## src/rtl/branch_target_buffer.sv

```systemverilog
// Direct-mapped branch target buffer with 2-bit saturating counters, EX-stage target adder
// and a registered redirect to fetch on mispredict.
module branch_target_buffer #(
    parameter int unsigned INSTR_WIDTH = 32,
    parameter int unsigned DEPTH       = 16,
    parameter int unsigned IMM_SHIFT   = 2,
    parameter int unsigned CNT_WIDTH   = 16
) (
    input  logic                   clk,
    input  logic                   rst_n,
    input  logic                   flush,
    input  logic                   if_valid,
    input  logic [INSTR_WIDTH-1:0] if_pc,
    output logic                   pred_hit,
    output logic                   pred_taken,
    output logic [INSTR_WIDTH-1:0] pred_target,
    input  logic                   ex_valid,
    input  logic                   ex_is_branch,
    input  logic                   ex_taken,
    input  logic [INSTR_WIDTH-1:0] ex_pc,
    input  logic [INSTR_WIDTH-1:0] ex_pc_next,
    input  logic [INSTR_WIDTH-1:0] ex_imme_32,
    input  logic                   ex_pred_taken,
    input  logic [INSTR_WIDTH-1:0] ex_pred_target,
    output logic [INSTR_WIDTH-1:0] ex_target,
    output logic                   redirect_valid,
    output logic [INSTR_WIDTH-1:0] redirect_pc,
    output logic [CNT_WIDTH-1:0]   mispredict_count
);

    localparam int unsigned IDX_W = $clog2(DEPTH);
    localparam int unsigned TAG_W = INSTR_WIDTH - IMM_SHIFT - IDX_W;
    localparam logic [INSTR_WIDTH-1:0] INSTR_SIZE = {{(INSTR_WIDTH-1){1'b0}}, 1'b1} << IMM_SHIFT;

    logic [DEPTH-1:0]                  valid_q;
    logic [DEPTH-1:0][TAG_W-1:0]       tag_q;
    logic [DEPTH-1:0][INSTR_WIDTH-1:0] target_q;
    logic [DEPTH-1:0][1:0]             ctr_q;

    logic                   redirect_valid_q;
    logic [INSTR_WIDTH-1:0] redirect_pc_q;
    logic [CNT_WIDTH-1:0]   mis_cnt_q;

    logic [IDX_W-1:0] if_idx, ex_idx;
    logic [TAG_W-1:0] if_tag, ex_tag;
    logic             lookup_hit, ex_hit, mispredict;
    logic [INSTR_WIDTH-1:0] actual_next;

    // Byte-offset bits of the PCs never address the table.
    logic unused_pc_lsbs;
    assign unused_pc_lsbs = ^{if_pc[IMM_SHIFT-1:0], ex_pc[IMM_SHIFT-1:0]};

    assign if_idx = if_pc[IMM_SHIFT +: IDX_W];
    assign if_tag = if_pc[INSTR_WIDTH-1 -: TAG_W];
    assign ex_idx = ex_pc[IMM_SHIFT +: IDX_W];
    assign ex_tag = ex_pc[INSTR_WIDTH-1 -: TAG_W];

    assign lookup_hit  = valid_q[if_idx] && (tag_q[if_idx] == if_tag);
    assign pred_hit    = if_valid && lookup_hit;
    assign pred_taken  = pred_hit && ctr_q[if_idx][1];
    assign pred_target = pred_taken ? target_q[if_idx] : if_pc + INSTR_SIZE;

    assign ex_target   = ex_pc_next + (ex_imme_32 << IMM_SHIFT);
    assign actual_next = ex_taken ? ex_target : ex_pc_next;
    assign ex_hit      = valid_q[ex_idx] && (tag_q[ex_idx] == ex_tag);
    assign mispredict  = ex_valid && (ex_is_branch ?
                         ((ex_pred_taken != ex_taken) || (ex_taken && ex_pred_target != ex_target))
                         : ex_pred_taken);

    logic                   wr_en, wr_valid;
    logic [TAG_W-1:0]       wr_tag;
    logic [INSTR_WIDTH-1:0] wr_target;
    logic [1:0]             wr_ctr;

    always_comb begin
        wr_en     = 1'b0;
        wr_valid  = valid_q[ex_idx];
        wr_tag    = tag_q[ex_idx];
        wr_target = target_q[ex_idx];
        wr_ctr    = ctr_q[ex_idx];
        if (ex_valid && ex_is_branch) begin
            if (ex_hit) begin
                wr_en = 1'b1;
                if (ex_taken) begin
                    wr_target = ex_target;
                    if (ctr_q[ex_idx] != 2'b11) wr_ctr = ctr_q[ex_idx] + 2'd1;
                end else if (ctr_q[ex_idx] != 2'b00) begin
                    wr_ctr = ctr_q[ex_idx] - 2'd1;
                end
            end else if (ex_taken) begin
                wr_en     = 1'b1;
                wr_valid  = 1'b1;
                wr_tag    = ex_tag;
                wr_target = ex_target;
                wr_ctr    = 2'b10;
            end
        end else if (ex_valid && ex_pred_taken) begin
            // A non-branch predicted taken means its slot aliases a real branch: drop it.
            wr_en    = 1'b1;
            wr_valid = 1'b0;
        end
    end

    always_ff @(posedge clk or negedge rst_n) begin
        if (!rst_n) begin
            valid_q  <= '0;
            tag_q    <= '0;
            target_q <= '0;
            ctr_q    <= {DEPTH{2'b01}};
        end else if (flush) begin
            valid_q <= '0;
        end else if (wr_en) begin
            valid_q[ex_idx]  <= wr_valid;
            tag_q[ex_idx]    <= wr_tag;
            target_q[ex_idx] <= wr_target;
            ctr_q[ex_idx]    <= wr_ctr;
        end
    end

    always_ff @(posedge clk or negedge rst_n) begin
        if (!rst_n) begin
            redirect_valid_q <= 1'b0;
            redirect_pc_q    <= '0;
            mis_cnt_q        <= '0;
        end else begin
            redirect_valid_q <= mispredict;
            redirect_pc_q    <= ex_is_branch ? actual_next : ex_pc_next;
            if (mispredict && (mis_cnt_q != '1)) mis_cnt_q <= mis_cnt_q + 1'b1;
        end
    end

    assign redirect_valid   = redirect_valid_q;
    assign redirect_pc      = redirect_pc_q;
    assign mispredict_count = mis_cnt_q;

endmodule

```

## config.mk

```make
export PLATFORM = sky130hd
export DESIGN_NAME = branch_target_buffer
export DESIGN_NICKNAME = d
export VERILOG_FILES = /design/src/rtl/branch_target_buffer.sv
export SDC_FILE = /design/constraint.sdc
export NUM_CORES = 2
export LEC_CHECK = 0
export CAP_MARGIN = 15
export CORE_UTILIZATION = 25
export DETAILED_ROUTE_END_ITERATION = 6
export PLACE_DENSITY_LB_ADDON = 0.08
export SYNTH_ARGS = -nofsm -noshare
export SYNTH_HDL_FRONTEND = slang
export SYNTH_SLANG_ARGS = --single-unit
```

## constraint.sdc

```tcl
create_clock -name clk -period 10.7 [get_ports clk]
set_clock_uncertainty 0.2 [all_clocks]
set_input_delay 2.14 -clock clk [delete_from_list [all_inputs] [get_ports clk]]
set_output_delay 2.14 -clock clk [all_outputs]
set_load 0.03 [all_outputs]
```

==> flow_metrics.tcl <==
set metrics [dict create \
    drc 0 \
    final_nets 5235 \
    grt_pass1_vias 41700 \
    cts_max_level 4 \
    globalRouteOverflowTotal 0 \
    syn_to_final_growth_pct 18.3 \
    rsz0062_at_grt "false" \
    grt_start_max_net_pins 129 \
    rows 173 \
    yosys_warnings 0 \
    period_share_pct 87.7 \
    setup_violations 0 \
    grt_antenna_before_repair 10 \
    die_area_um2 227000 \
    leakagePower_nw 26.7 \
    startpoint_type "input pin" \
    drtAntennaViolNets 0 \
    ys_ff_latch 1025 \
    drv_slew 0 \
    worst_slew_pin_slew_ps 1180 \
    routed_wl_mm 217 \
    clk_latency_ps 790 \
    cts_resized 0 \
    dpl_cell_area_um2 62300 \
    final_util_pct 29.9 \
    hold_buffers 0 \
    min-delay-path-class "reg -> reg" \
    clock_sinks 1025 \
    endpoint_kind "primary output" \
    post_cts_buffers 0 \
    syn_nets 5145 \
    dp_cells 7873 \
    layoutNonFillerInstCount 8115 \
    die_x_um 477 \
    fin_ws_ps 1310 \
    reg2regPathDepth 12 \
    grt.busiest_layer "met2" \
    syn_inst 4945 \
    cts_made_buffers 135 \
    grt_pass1_wl_mm 315 \
    routed_via_density 4.98 \
    fillers 22900 \
    crit_arrival_ps 7050 \
    status "completed" \
    drv_cap 0 \
    wl_per_cell_um 26.7 \
    core_um2 223000 \
    ir_worst_vdd_mv 0.160 \
    post-place-ws_ps 1220 \
    fin_area_um2 66600 \
    root_buffer "clkbuf_16" \
    seq_area_frac_synth_pct 45.6 \
    use_met2_pct 32.0 \
    async_flop_share_pct 100 \
    clk_pin_slew_ps 50 \
    fmax_mhz 107 \
    ys_types 75 \
    setup_tns_ps 0 \
    crit_fanout 34 \
    grt_util_met1_pct 25.3 \
    first_pass_iters 6 \
    place_congestion 0.767 \
    hold_violations 0 \
    dp.final_hpwl_mm 134 \
    synth_edf_count 0 \
    syn_area_um2 56300 \
    cts_buffer_depth 3 \
    port_buffers 278 \
    grt_use_met3_pct 2.61 \
    drive_above_1_share_pct 20.9 \
    critPathRequiredTime_ps 8360 \
    whs_path_depth 1 \
    powerDensity_nw_per_um2 203 \
    vias 40400 \
    synth.avg_cell_area_um2 11.4 \
    path_class "in -> out" \
    synth_flop_cell "dfrtp_1" \
    cts_tree "built" \
    io_pins 283 \
    fin_crit_ps 9390 \
    gr-usage-all-layers_pct 19.1 \
    start_util_pct 25.3 \
    chipHeight_um 477 \
    drtIter0Drc 2507 \
    slew_headroom_pct 20.7 \
]
state kept, by name, summed over array words and instances (netlist names):
name / count
redirect_pc: 32
target_q: 512
redirect_valid: 1
ctr_q: 32
tag_q: 416
valid_q: 16
mispredict_count: 16
power by group:
part / switching (W) / total (W) / internal, W
clock network: 0.00186 / 0.00454 / 0.00268
logic: 0.00185 / 0.00361 / 0.00176
registers: 0.000625 / 0.00535 / 0.00473
metrics by stage:
| stage | hold WS (ps) | total power [W] |
|---|---|---|
| global placement | 278 | 0.00900 |
| CTS | 294 | 0.0137 |
| global route | 314 | 0.0143 |
| floorplan | 262 | 0.00778 |
| detailed placement | 285 | 0.00906 |
| finish | 291 | 0.0135 |
final cells by class:
cell class / instances / area, um2 / share of cell area [%]
multi-input combinational: 3411 / 28400 / 42.6
sequential: 1025 / 25700 / 38.5
timing repair buffer: 418 / 4310 / 6.46
clock buffer: 195 / 3950 / 5.93
tap: 2975 / 3720 / 5.59
clock inverter: 43 / 412 / 0.618
inverter: 44 / 165 / 0.248
antenna: 4 / 10.0 / 0.0150
routing by layer:
metal	vias to the layer above	routed length, um
met5	-	0
met3	280	7460
met2	858	107000
li1	18300	-
met1	21000	96000
met4	0	6590
worst paths after layout:
kind / slack (ps) / end / start
max: 1310 / pred_target[30] / if_pc[2]
min: 290 / mispredict_count[8] / mispredict_count[8]
max reg2reg: 4750 / target_q[189] / tag_q[126]
min reg2reg: 290 / mispredict_count[8] / mispredict_count[8]
max in group asynchronous: 6930 / tag_q[37] / rst_n
min in group asynchronous: 1190 / mispredict_count[2] / rst_n
cells in the mapped netlist, types with 6 or more instances:
cell type | number | area share, %
a211oi_1 | 9 | 0.12
a21o_1 | 12 | 0.16
a21oi_1 | 946 | 8.4
a21oi_2 | 17 | 0.26
and2_1 | 6 | 0.067
and3_1 | 15 | 0.17
and4_1 | 6 | 0.093
buf_1 | 52 | 0.35
buf_2 | 185 | 1.6
buf_4 | 54 | 0.72
buf_6 | 6 | 0.12
clkbuf_1 | 168 | 1.1
dfrtp_1 | 1009 | 45
dfstp_2 | 16 | 0.75
ha_1 | 31 | 0.69
inv_1 | 44 | 0.29
mux2_2 | 31 | 0.62
mux2i_1 | 23 | 0.41
mux2i_4 | 18 | 0.72
mux4_2 | 594 | 24
nand2_1 | 183 | 1.2
nand3_1 | 35 | 0.31
nand4_1 | 29 | 0.32
nor2_1 | 973 | 6.5
nor2b_1 | 28 | 0.31
nor3_1 | 20 | 0.18
nor4_1 | 17 | 0.19
o211ai_1 | 8 | 0.11
o21a_1 | 6 | 0.080
o21ai_0 | 151 | 1.3
o31ai_1 | 19 | 0.25
xnor2_1 | 74 | 1.2
xnor3_1 | 8 | 0.32
xor2_1 | 67 | 1.0
placed cells by master (no fill, tap or decap), types with 9 or more instances in the layout:
| cell | n |
|---|---|
| a211oi_1 | 9 |
| a21o_1 | 12 |
| a21oi_1 | 945 |
| a21oi_2 | 17 |
| and3_1 | 15 |
| buf_12 | 37 |
| buf_4 | 112 |
| clkbuf_1 | 31 |
| clkbuf_16 | 140 |
| clkbuf_8 | 25 |
| clkdlybuf4s50_1 | 260 |
| clkinv_2 | 24 |
| dfrtp_1 | 1009 |
| dfstp_2 | 16 |
| ha_1 | 31 |
| inv_1 | 44 |
| mux2_2 | 31 |
| mux2i_1 | 23 |
| mux2i_4 | 18 |
| mux4_2 | 594 |
| nand2_1 | 180 |
| nand3_1 | 35 |
| nand4_1 | 29 |
| nor2_1 | 959 |
| nor2_4 | 14 |
| nor2b_1 | 28 |
| nor3_1 | 20 |
| nor4_1 | 17 |
| o21ai_0 | 150 |
| o31ai_1 | 19 |
| xnor2_1 | 74 |
| xor2_1 | 67 |
logic make-up (layout without fill, tap and decap cells):
kind of cell	Yosys count	in the layout	share of synthesized area, %
AOI/OAI and AO/OA	1212	1212	11.4
xor gates and xnor gates	152	152	2.64
adders and majority gates	33	33	0.742
buffers and inverters	509	700	4.24
DFF	1025	1025	45.6
muxes	667	667	25.5
other	0	4	0
and+or+nand+nor	1347	1347	9.83
critical path: stages:
cell	delay, ps
buf_8	350
buf_4	440
mux4_2	550
mux4_2	590
xnor2_1	270
nand3_1	110
nor3_1	340
and4_1	340
and2_4	440
nand2_1	80
o21ai_0	420
clkdlybuf4s50_1	840
(Power assumes the default switching activity.)
